## src/rtl/uart_tx_sched.sv

```systemverilog
// -----------------------------------------------------------------------------
// uart_tx_sched
//
// Transmit-side controller for the UART. Arbitrates two byte producers
// round-robin, gates the external TX baud generator through baud_en and
// serialises the granted byte as a UART frame (start, DATA_BITS data bits LSB
// first, optional parity, STOP_BITS stop bits), advancing only on tx_tick.
//
// Parameters:
//   DATA_BITS  : data bits per frame, 5..8
//   PARITY_EN  : 1 inserts a parity bit after the data bits
//   PARITY_ODD : 0 = even parity, 1 = odd parity (ignored if PARITY_EN = 0)
//   STOP_BITS  : number of stop bits, 1 or 2
//
// Ports:
//   clk         in   system clock
//   rst         in   asynchronous, active-low reset
//   tx_tick     in   one-cycle bit-period pulse from the baud generator
//   baud_en     out  enable to the baud generator
//   req0_valid  in   requester 0 has a byte
//   req0_data   in   requester 0 byte
//   req0_ready  out  one-cycle accept strobe to requester 0
//   req1_valid  in   requester 1 has a byte
//   req1_data   in   requester 1 byte
//   req1_ready  out  one-cycle accept strobe to requester 1
//   tx_serial   out  UART line, idles high
//   busy        out  a frame is in progress (SYNC through STOP)
//   grant_id    out  source of the current or last frame
//
// All outputs are registered.
// -----------------------------------------------------------------------------
module uart_tx_sched #(
    parameter int DATA_BITS  = 8,
    parameter int PARITY_EN  = 0,
    parameter int PARITY_ODD = 0,
    parameter int STOP_BITS  = 1
) (
    input  logic                 clk,
    input  logic                 rst,
    input  logic                 tx_tick,
    output logic                 baud_en,
    input  logic                 req0_valid,
    input  logic [DATA_BITS-1:0] req0_data,
    output logic                 req0_ready,
    input  logic                 req1_valid,
    input  logic [DATA_BITS-1:0] req1_data,
    output logic                 req1_ready,
    output logic                 tx_serial,
    output logic                 busy,
    output logic                 grant_id
);

    typedef enum logic [2:0] {
        S_IDLE,
        S_SYNC,
        S_START,
        S_DATA,
        S_PARITY,
        S_STOP
    } state_t;

    localparam logic [2:0] LAST_BIT   = 3'(DATA_BITS - 1);
    localparam logic       LAST_STOP  = 1'(STOP_BITS - 1);
    localparam logic       PAR_INV    = 1'(PARITY_ODD);
    localparam logic       HAS_PARITY = (PARITY_EN != 0);

    state_t               r_state;
    logic [DATA_BITS-1:0] r_shift;
    logic [2:0]           r_bit_cnt;
    logic                 r_stop_cnt;
    logic                 r_parity;
    logic                 r_rr_last;
    logic                 r_tx;
    logic                 r_baud_en;
    logic                 r_req0_ready;
    logic                 r_req1_ready;
    logic                 r_busy;
    logic                 r_grant_id;

    logic                 w_any_valid;
    logic                 w_winner;
    logic [DATA_BITS-1:0] w_win_data;

    // A lone requester always wins; in a contest the one that did not win
    // last time gets the grant.
    assign w_any_valid = req0_valid | req1_valid;
    assign w_winner    = (req0_valid & req1_valid) ? ~r_rr_last : req1_valid;
    assign w_win_data  = w_winner ? req1_data : req0_data;

    always_ff @(posedge clk or negedge rst) begin
        if (!rst) begin
            r_state      <= S_IDLE;
            r_shift      <= '0;
            r_bit_cnt    <= '0;
            r_stop_cnt   <= 1'b0;
            r_parity     <= 1'b0;
            r_rr_last    <= 1'b1;
            r_tx         <= 1'b1;
            r_baud_en    <= 1'b0;
            r_req0_ready <= 1'b0;
            r_req1_ready <= 1'b0;
            r_busy       <= 1'b0;
            r_grant_id   <= 1'b0;
        end else begin
            // NOTE: these non-blocking defaults are overridden by a later
            // assignment in the same block, so ready is a single-cycle pulse.
            r_req0_ready <= 1'b0;
            r_req1_ready <= 1'b0;

            unique case (r_state)
                S_IDLE: begin
                    // tx_tick is deliberately ignored here.
                    if (w_any_valid) begin
                        r_req0_ready <= ~w_winner;
                        r_req1_ready <= w_winner;
                        r_shift      <= w_win_data;
                        r_parity     <= (^w_win_data) ^ PAR_INV;
                        r_grant_id   <= w_winner;
                        r_rr_last    <= w_winner;
                        r_busy       <= 1'b1;
                        r_baud_en    <= 1'b1;
                        r_state      <= S_SYNC;
                    end else begin
                        // Baud enable lingers one cycle after the last stop
                        // bit so a back-to-back request keeps it high.
                        r_baud_en <= 1'b0;
                    end
                end

                S_SYNC: begin
                    // The generator keeps its count while disabled, so the
                    // start bit is aligned to the first tick seen here.
                    if (tx_tick) begin
                        r_tx    <= 1'b0;
                        r_state <= S_START;
                    end
                end

                S_START: begin
                    if (tx_tick) begin
                        r_tx      <= r_shift[0];
                        r_shift   <= r_shift >> 1;
                        r_bit_cnt <= '0;
                        r_state   <= S_DATA;
                    end
                end

                S_DATA: begin
                    if (tx_tick) begin
                        if (r_bit_cnt == LAST_BIT) begin
                            if (HAS_PARITY) begin
                                r_tx    <= r_parity;
                                r_state <= S_PARITY;
                            end else begin
                                r_tx       <= 1'b1;
                                r_stop_cnt <= 1'b0;
                                r_state    <= S_STOP;
                            end
                        end else begin
                            r_tx      <= r_shift[0];
                            r_shift   <= r_shift >> 1;
                            r_bit_cnt <= r_bit_cnt + 3'd1;
                        end
                    end
                end

                S_PARITY: begin
                    if (tx_tick) begin
                        r_tx       <= 1'b1;
                        r_stop_cnt <= 1'b0;
                        r_state    <= S_STOP;
                    end
                end

                S_STOP: begin
                    if (tx_tick) begin
                        if (r_stop_cnt == LAST_STOP) begin
                            r_tx    <= 1'b1;
                            r_busy  <= 1'b0;
                            r_state <= S_IDLE;
                        end else begin
                            r_stop_cnt <= 1'b1;
                        end
                    end
                end

                default: begin
                    r_tx    <= 1'b1;
                    r_busy  <= 1'b0;
                    r_state <= S_IDLE;
                end
            endcase
        end
    end

    assign baud_en    = r_baud_en;
    assign req0_ready = r_req0_ready;
    assign req1_ready = r_req1_ready;
    assign tx_serial  = r_tx;
    assign busy       = r_busy;
    assign grant_id   = r_grant_id;

endmodule

```

## config.mk

```make
export PLATFORM = sky130hd
export DESIGN_NAME = uart_tx_sched
export DESIGN_NICKNAME = d
export VERILOG_FILES = /design/src/rtl/uart_tx_sched.sv
export SDC_FILE = /design/constraint.sdc
export NUM_CORES = 1
export LEC_CHECK = 0
export ABC_AREA = 1
export CELL_PAD_IN_SITES_DETAIL_PLACEMENT = 0
export CELL_PAD_IN_SITES_GLOBAL_PLACEMENT = 1
export CORE_ASPECT_RATIO = 0.75
export CORE_UTILIZATION = 35
export CTS_CLUSTER_DIAMETER = 30
export CTS_CLUSTER_SIZE = 24
export DETAILED_ROUTE_END_ITERATION = 10
export PLACE_DENSITY = 0.76
export RECOVER_POWER = 100
export SLEW_MARGIN = 20
export SYNTH_ARGS = -nofsm -noshare
export SYNTH_HDL_FRONTEND = slang
export SYNTH_SLANG_ARGS = --single-unit
export TNS_END_PERCENT = 1
```

## constraint.sdc

```tcl
create_clock -name clk -period 1.5 [get_ports clk]
set_input_delay 0.3 -clock clk [delete_from_list [all_inputs] [get_ports clk]]
set_output_delay 0.3 -clock clk [all_outputs]
set_load 0.02 [all_outputs]
```

; Word-level counts from Yosys, hierarchy flattened
; Index checks and enable logic that the tools add are counted.
[totals]
regBits = 22
input_bits = 21
output_inout_bits = 6
wordCells = 87
[op_classes]
n_addsub = 1
n_eq_ne = 15
n_mux = 42
n_bitwise = 6
reduce_logical = 12
[op_table]
columns = cell, n
row1 = two-way mux 8 bit, 5
row2 = two-way mux 3 bit, 11
row3 = case mux 8 bit (3 select lines), 1
row4 = two-way mux 1 bit, 20
row5 = "!= test 2 bit, second input constant", 9
row6 = case mux 3 bit (6 select lines), 1
row7 = AND reduction 5 bit, 2
row8 = "equality test 3 bit, second input constant", 3
row9 = AND reduction 4 bit, 2
row10 = AND reduction 8 bit, 1
row11 = AND reduction 7 bit, 1
row12 = "equality test 3 x 2 -> 1 bit, second input constant", 2
row13 = case mux 1 bit (3 select lines), 2
row14 = case mux 1 bit (6 select lines), 1
row15 = case mux 3 bit (2 select lines), 1
row16 = nonzero test 3 bit, 2
row17 = inverter 1 bit, 4
row18 = OR reduction 4 bit, 1
row19 = "adder 3 x 1 -> 3 bit, second input constant", 1
row20 = "equality test 3 x 1 -> 1 bit, second input constant", 1
row21 = logical NOT 3 bit, 1
row22 = AND reduction 2 bit, 1
row23 = nonzero test 2 bit, 1
row24 = bitwise AND 1 bit, 1
row25 = bitwise OR 1 bit, 1

; Depth between registers and ports, before layout
[depth]
ltp_word = 5
depth_mapped = 10
depth_no_buf = 10

; Worst setup path after synthesis
; OpenSTA, ideal clock, no wires.
[synth_timing]
path_type = register -> register
startpoint = register r_bit_cnt[0]
endpoint = register r_bit_cnt[0]
setup_ns = 0.122
t_arrival_ns = 1.211
path_slack_ns = 0.167
path_stages_with_launch = 9
period_less_slack_ns = 1.333
path_cell_list = dfrtp_1 > ha_1 > ha_1 > nand2_1 > inv_1 > nor3_2 > inv_1 > nand2_1 > o21ai_1
[synth_via]
elab_chain_cells = 4
word_cells_on_any_way = 7
[synth_lines]
columns = element, line
row1 = "start, declared", 69  ; logic [2:0] r_bit_cnt;
row2 = "start signal, assigned", 162  ; r_bit_cnt <= r_bit_cnt + 3'd1;
row3 = adder 3 x 1 -> 3 bit, 162
row4 = two-way mux 3 bit, 150  ; if (r_bit_cnt == LAST_BIT) begin
row5 = two-way mux 3 bit, 149  ; if (tx_tick) begin
row6 = case mux 3 bit (2 select lines), 110  ; unique case (r_state)
; Several ways; a longest one is shown, not always the timed one. The select of a mux whose other input is x is not followed.
; A chain may end at the register's enable or synchronous reset.

; Final worst setup path
[layout_timing]
startpoint = register r_tx (netlist: tx_serial)
endpoint = output port tx_serial
[layout_lines]
columns = element, line
row1 = "start, declared", 73  ; logic r_tx;
row2 = "start signal, assigned", 141  ; r_tx <= r_shift[0];
row3 = "start signal, assigned", 152  ; r_tx <= r_parity;
row4 = "start signal, assigned", 160  ; r_tx <= r_shift[0];
row5 = "end, declared", 48  ; output logic tx_serial,
; No word-level cell between the ends.

==> results.sh <==
export IMPL_antenna_found_initial=0
export IMPL_finalHoldViolCount=0
export IMPL_slew_violations=0
export IMPL_drcViolationCount=0
export IMPL_routed_wl_met3_um=201
export IMPL_fin_crit_sh=0.952
export IMPL_synth_seq_cells=21
export IMPL_dieArea_mm2=0.00388
export IMPL_rows=18
export IMPL_crit_chain="dlygate4sd2_1"
export IMPL_power_density_mw_per_mm2=1820
export IMPL_diodes=0
export IMPL_synthDistinctLibCells=22
export IMPL_wl_met2_mm=1.34
export IMPL_synth_adder_area_share=0.0295
export IMPL_detail_route_antenna_nets=0
export IMPL_syn_to_final_growth_pct=33.5
export IMPL_relSlewSlack=0.646
export IMPL_grt_overflow=0
export IMPL_rsz0062_at_grt="false"
export IMPL_slowest_stage="dfstp_2"
export IMPL_wirelength_met1_mm=1.48
export IMPL_crit_path_start_kind="flip-flop"
export IMPL_drtIter0Drc=62
export IMPL_synth_simple_area_share=0.407
export IMPL_cts_reportedPaths_clkPinSlew_ns=0.07
export IMPL_fin_area_mm2=0.00170
export IMPL_multi_input_area_um2=627
export IMPL_yosysWarnings=0
export IMPL_via_per_inst=4.61
export IMPL_final_layout_size_suffix_gt1_frac=0.133
export IMPL_synthXorXnorAreaFrac=0
export IMPL_cts_buffer_depth=2
export IMPL_drt_wl_total_mm=3.03
export IMPL_syn_inst=188
export IMPL_cp_max_fo=2
export IMPL_ys_seq_area_frac=0.415
export IMPL_power_uw=3090
export IMPL_placed_cells=260
export IMPL_path_class="flip-flop to output port"
export IMPL_synth_top_family_by_area="simple AND/OR/NAND/NOR gates"
export IMPL_synth_compound_area_frac=0.0404
export IMPL_initial_core_util=0.376
export IMPL_crit_family="flip-flops"
export IMPL_cp_end_kind="output port"
export IMPL_num_nets_final=251
export IMPL_hp_class="flip-flop to flip-flop"
export IMPL_cp_arrival_ns=1.13
export IMPL_die_w_um=71.6
export IMPL_tns_ns=0
export IMPL_nFillCells=343
export IMPL_wl_per_cell_um=11.4
export IMPL_clock_skew_final_ns=0.00496
export IMPL_postCtsHoldBufs=0
export IMPL_maxCapViolations=0
export IMPL_crit_buf_inv=1
export IMPL_cts_buffers=3
export IMPL_h_tree_depth=1
export IMPL_grt_pass1_wl_mm=4.89
export IMPL_portBuffers=26
export IMPL_placedInstanceArea_mm2=0.00164
export IMPL_hpwl_mm=2.34
export IMPL_syn_nets=212
export IMPL_first_pass_iters=4
export IMPL_grt_pass1_vias=1072
export IMPL_vias=1225
export IMPL_min_period_ns=1.43
export IMPL_grt_start_max_net_pins=22
export IMPL_setup_viol=0
export IMPL_clk_latency_ns=0.26
export IMPL_clkSinkCount=21
export IMPL_reg2reg_setup_slack_ns=0.11
export IMPL_worst_slew_pin_slew_ns=0.531
export IMPL_grt_use_total=0.171
export IMPL_max_stage_delay_ns=0.53
export IMPL_cts_root_buf="clkbuf_8"
export IMPL_synthArstFlopShare=1.00
export IMPL_required_ns=1.20
export IMPL_regArea_um2=529
export IMPL_cellLeakagePower_uw=0.000963
export IMPL_max_freq_mhz=700
export IMPL_core_mm2=0.00338
export IMPL_gp_congestion=0.857
export IMPL_synth_edf_count=0
export IMPL_highest_signal_layer="met4"
export IMPL_synth_mux_area_frac=0
export IMPL_io_pins=27
export IMPL_final_instance_count_excl_fill=266
export IMPL_ir_drop_mv=0.773
export IMPL_status="completed"
export IMPL_cts_tree="built"
export IMPL_syn_area_mm2=0.00127
export IMPL_syn_avg_cell_area_um2=6.76
export IMPL_dieHeight_um=54.2
export IMPL_synth_ff_type="dfrtp_1"
==> worst paths after layout <==
path / from / depth (start not counted) / end
max in group asynchronous: rst / 2 / r_state[1]$_DFFE_PN0P_
max: tx_serial$_DFFE_PN1P_ / 1 / tx_serial
min in group asynchronous: rst / 2 / baud_en$_DFFE_PN0N_
min reg2reg: grant_id$_DFFE_PN0P_ / 2 / grant_id$_DFFE_PN0P_
max reg2reg: r_bit_cnt[0]$_DFFE_PN0P_ / 8 / tx_serial$_DFFE_PN1P_
min: grant_id$_DFFE_PN0P_ / 2 / grant_id$_DFFE_PN0P_
==> where the power goes <==
group          internal, µW  switching, µW
Clock                   189            184
Sequential              845            174
Combinational           651           1050
Total                  1680           1410
==> logic make-up after synthesis <==
group | Yosys count
AND/OR/NAND/NOR | 121
buffers and inverters | 34
flip-flops | 21
AO/OA/AOI/OAI | 9
adder cells (fa/ha/maj) | 3
==> layout by cell type (no fill, tap or decap), types with 2 or more instances in the layout <==
cell type / n
buf_4: 9
clkbuf_1: 2
clkbuf_8: 3
clkdlybuf4s50_1: 19
dfrtp_1: 18
dfstp_2: 2
dlygate4sd2_1: 5
ha_2: 2
inv_1: 27
nand2_1: 85
nand2_2: 2
nand2_4: 3
nand3_1: 18
nor2_1: 10
o21ai_0: 5
o21ai_1: 2
==> worst register-to-register path: stages (launching register included) <==
cell	delay, ns
dfrtp_1	0.39
ha_2	0.20
ha_1	0.18
nand2_1	0.06
inv_1	0.06
o21ai_0	0.19
nand3_1	0.10
nand3_1	0.08
nand2_1	0.05
==> cells in the mapped netlist (2+ instances only) <==
cell     count  area [µm²]
nand2_1     85         319
inv_1       27         101
dfrtp_1     19         475
nand3_1     18        90.1
nor2_1       9        33.8
o21ai_0      5        25.0
ha_1         3        37.5
nand2_4      3        33.8
buf_2        2        10.0
dfstp_2      2        52.6
inv_4        2        12.5
nor2_2       2        12.5
o21ai_1      2        10.0
==> per-layer routing <==
metal | global-route usage | vias up
li1 | - | 642
met3 | 0.0543 | 2
met4 | 0.0294 | 0
met1 | 0.233 | 549
met5 | 0 | -
met2 | 0.271 | 32
==> cell type report <==
type | instances | share of cell area
Sequential cell | 21 | 0.312
Inverter | 31 | 0.0737
Tap cell | 40 | 0.0295
Clock buffer | 4 | 0.0265
Multi-Input combinational cell | 134 | 0.369
Timing Repair Buffer | 36 | 0.189
==> repair_timing <==
item                                    CTS  global route
gates cloned                              0             1
pin swaps                                 0             1
buffers inserted                          0             1
endpoints found under the setup margin    7            14
gates resized for setup                   6             6
==> sequential cells by signal, indices dropped and copies added, names as in the netlist <==
name	cells
r_shift	8
req1_ready	1
baud_en	1
busy	1
r_state	3
r_rr_last	1
r_bit_cnt	3
grant_id	1
tx_serial	1
req0_ready	1
==> metrics by stage <==
| step | hold slack [ns] | worst slack (ns) | utilization |
|---|---|---|---|
| after floorplan | 0.00441 | 0.167 | - |
| after global placement | 0.456 | -0.0412 | 0.484 |
| after detailed placement | 0.458 | -0.0817 | 0.484 |
| after CTS | 0.387 | 0.00613 | 0.497 |
| after global routing | 0.507 | 0.00270 | 0.502 |
| final | 0.469 | 0.0713 | 0.502 |
(Power assumes the default switching activity.)
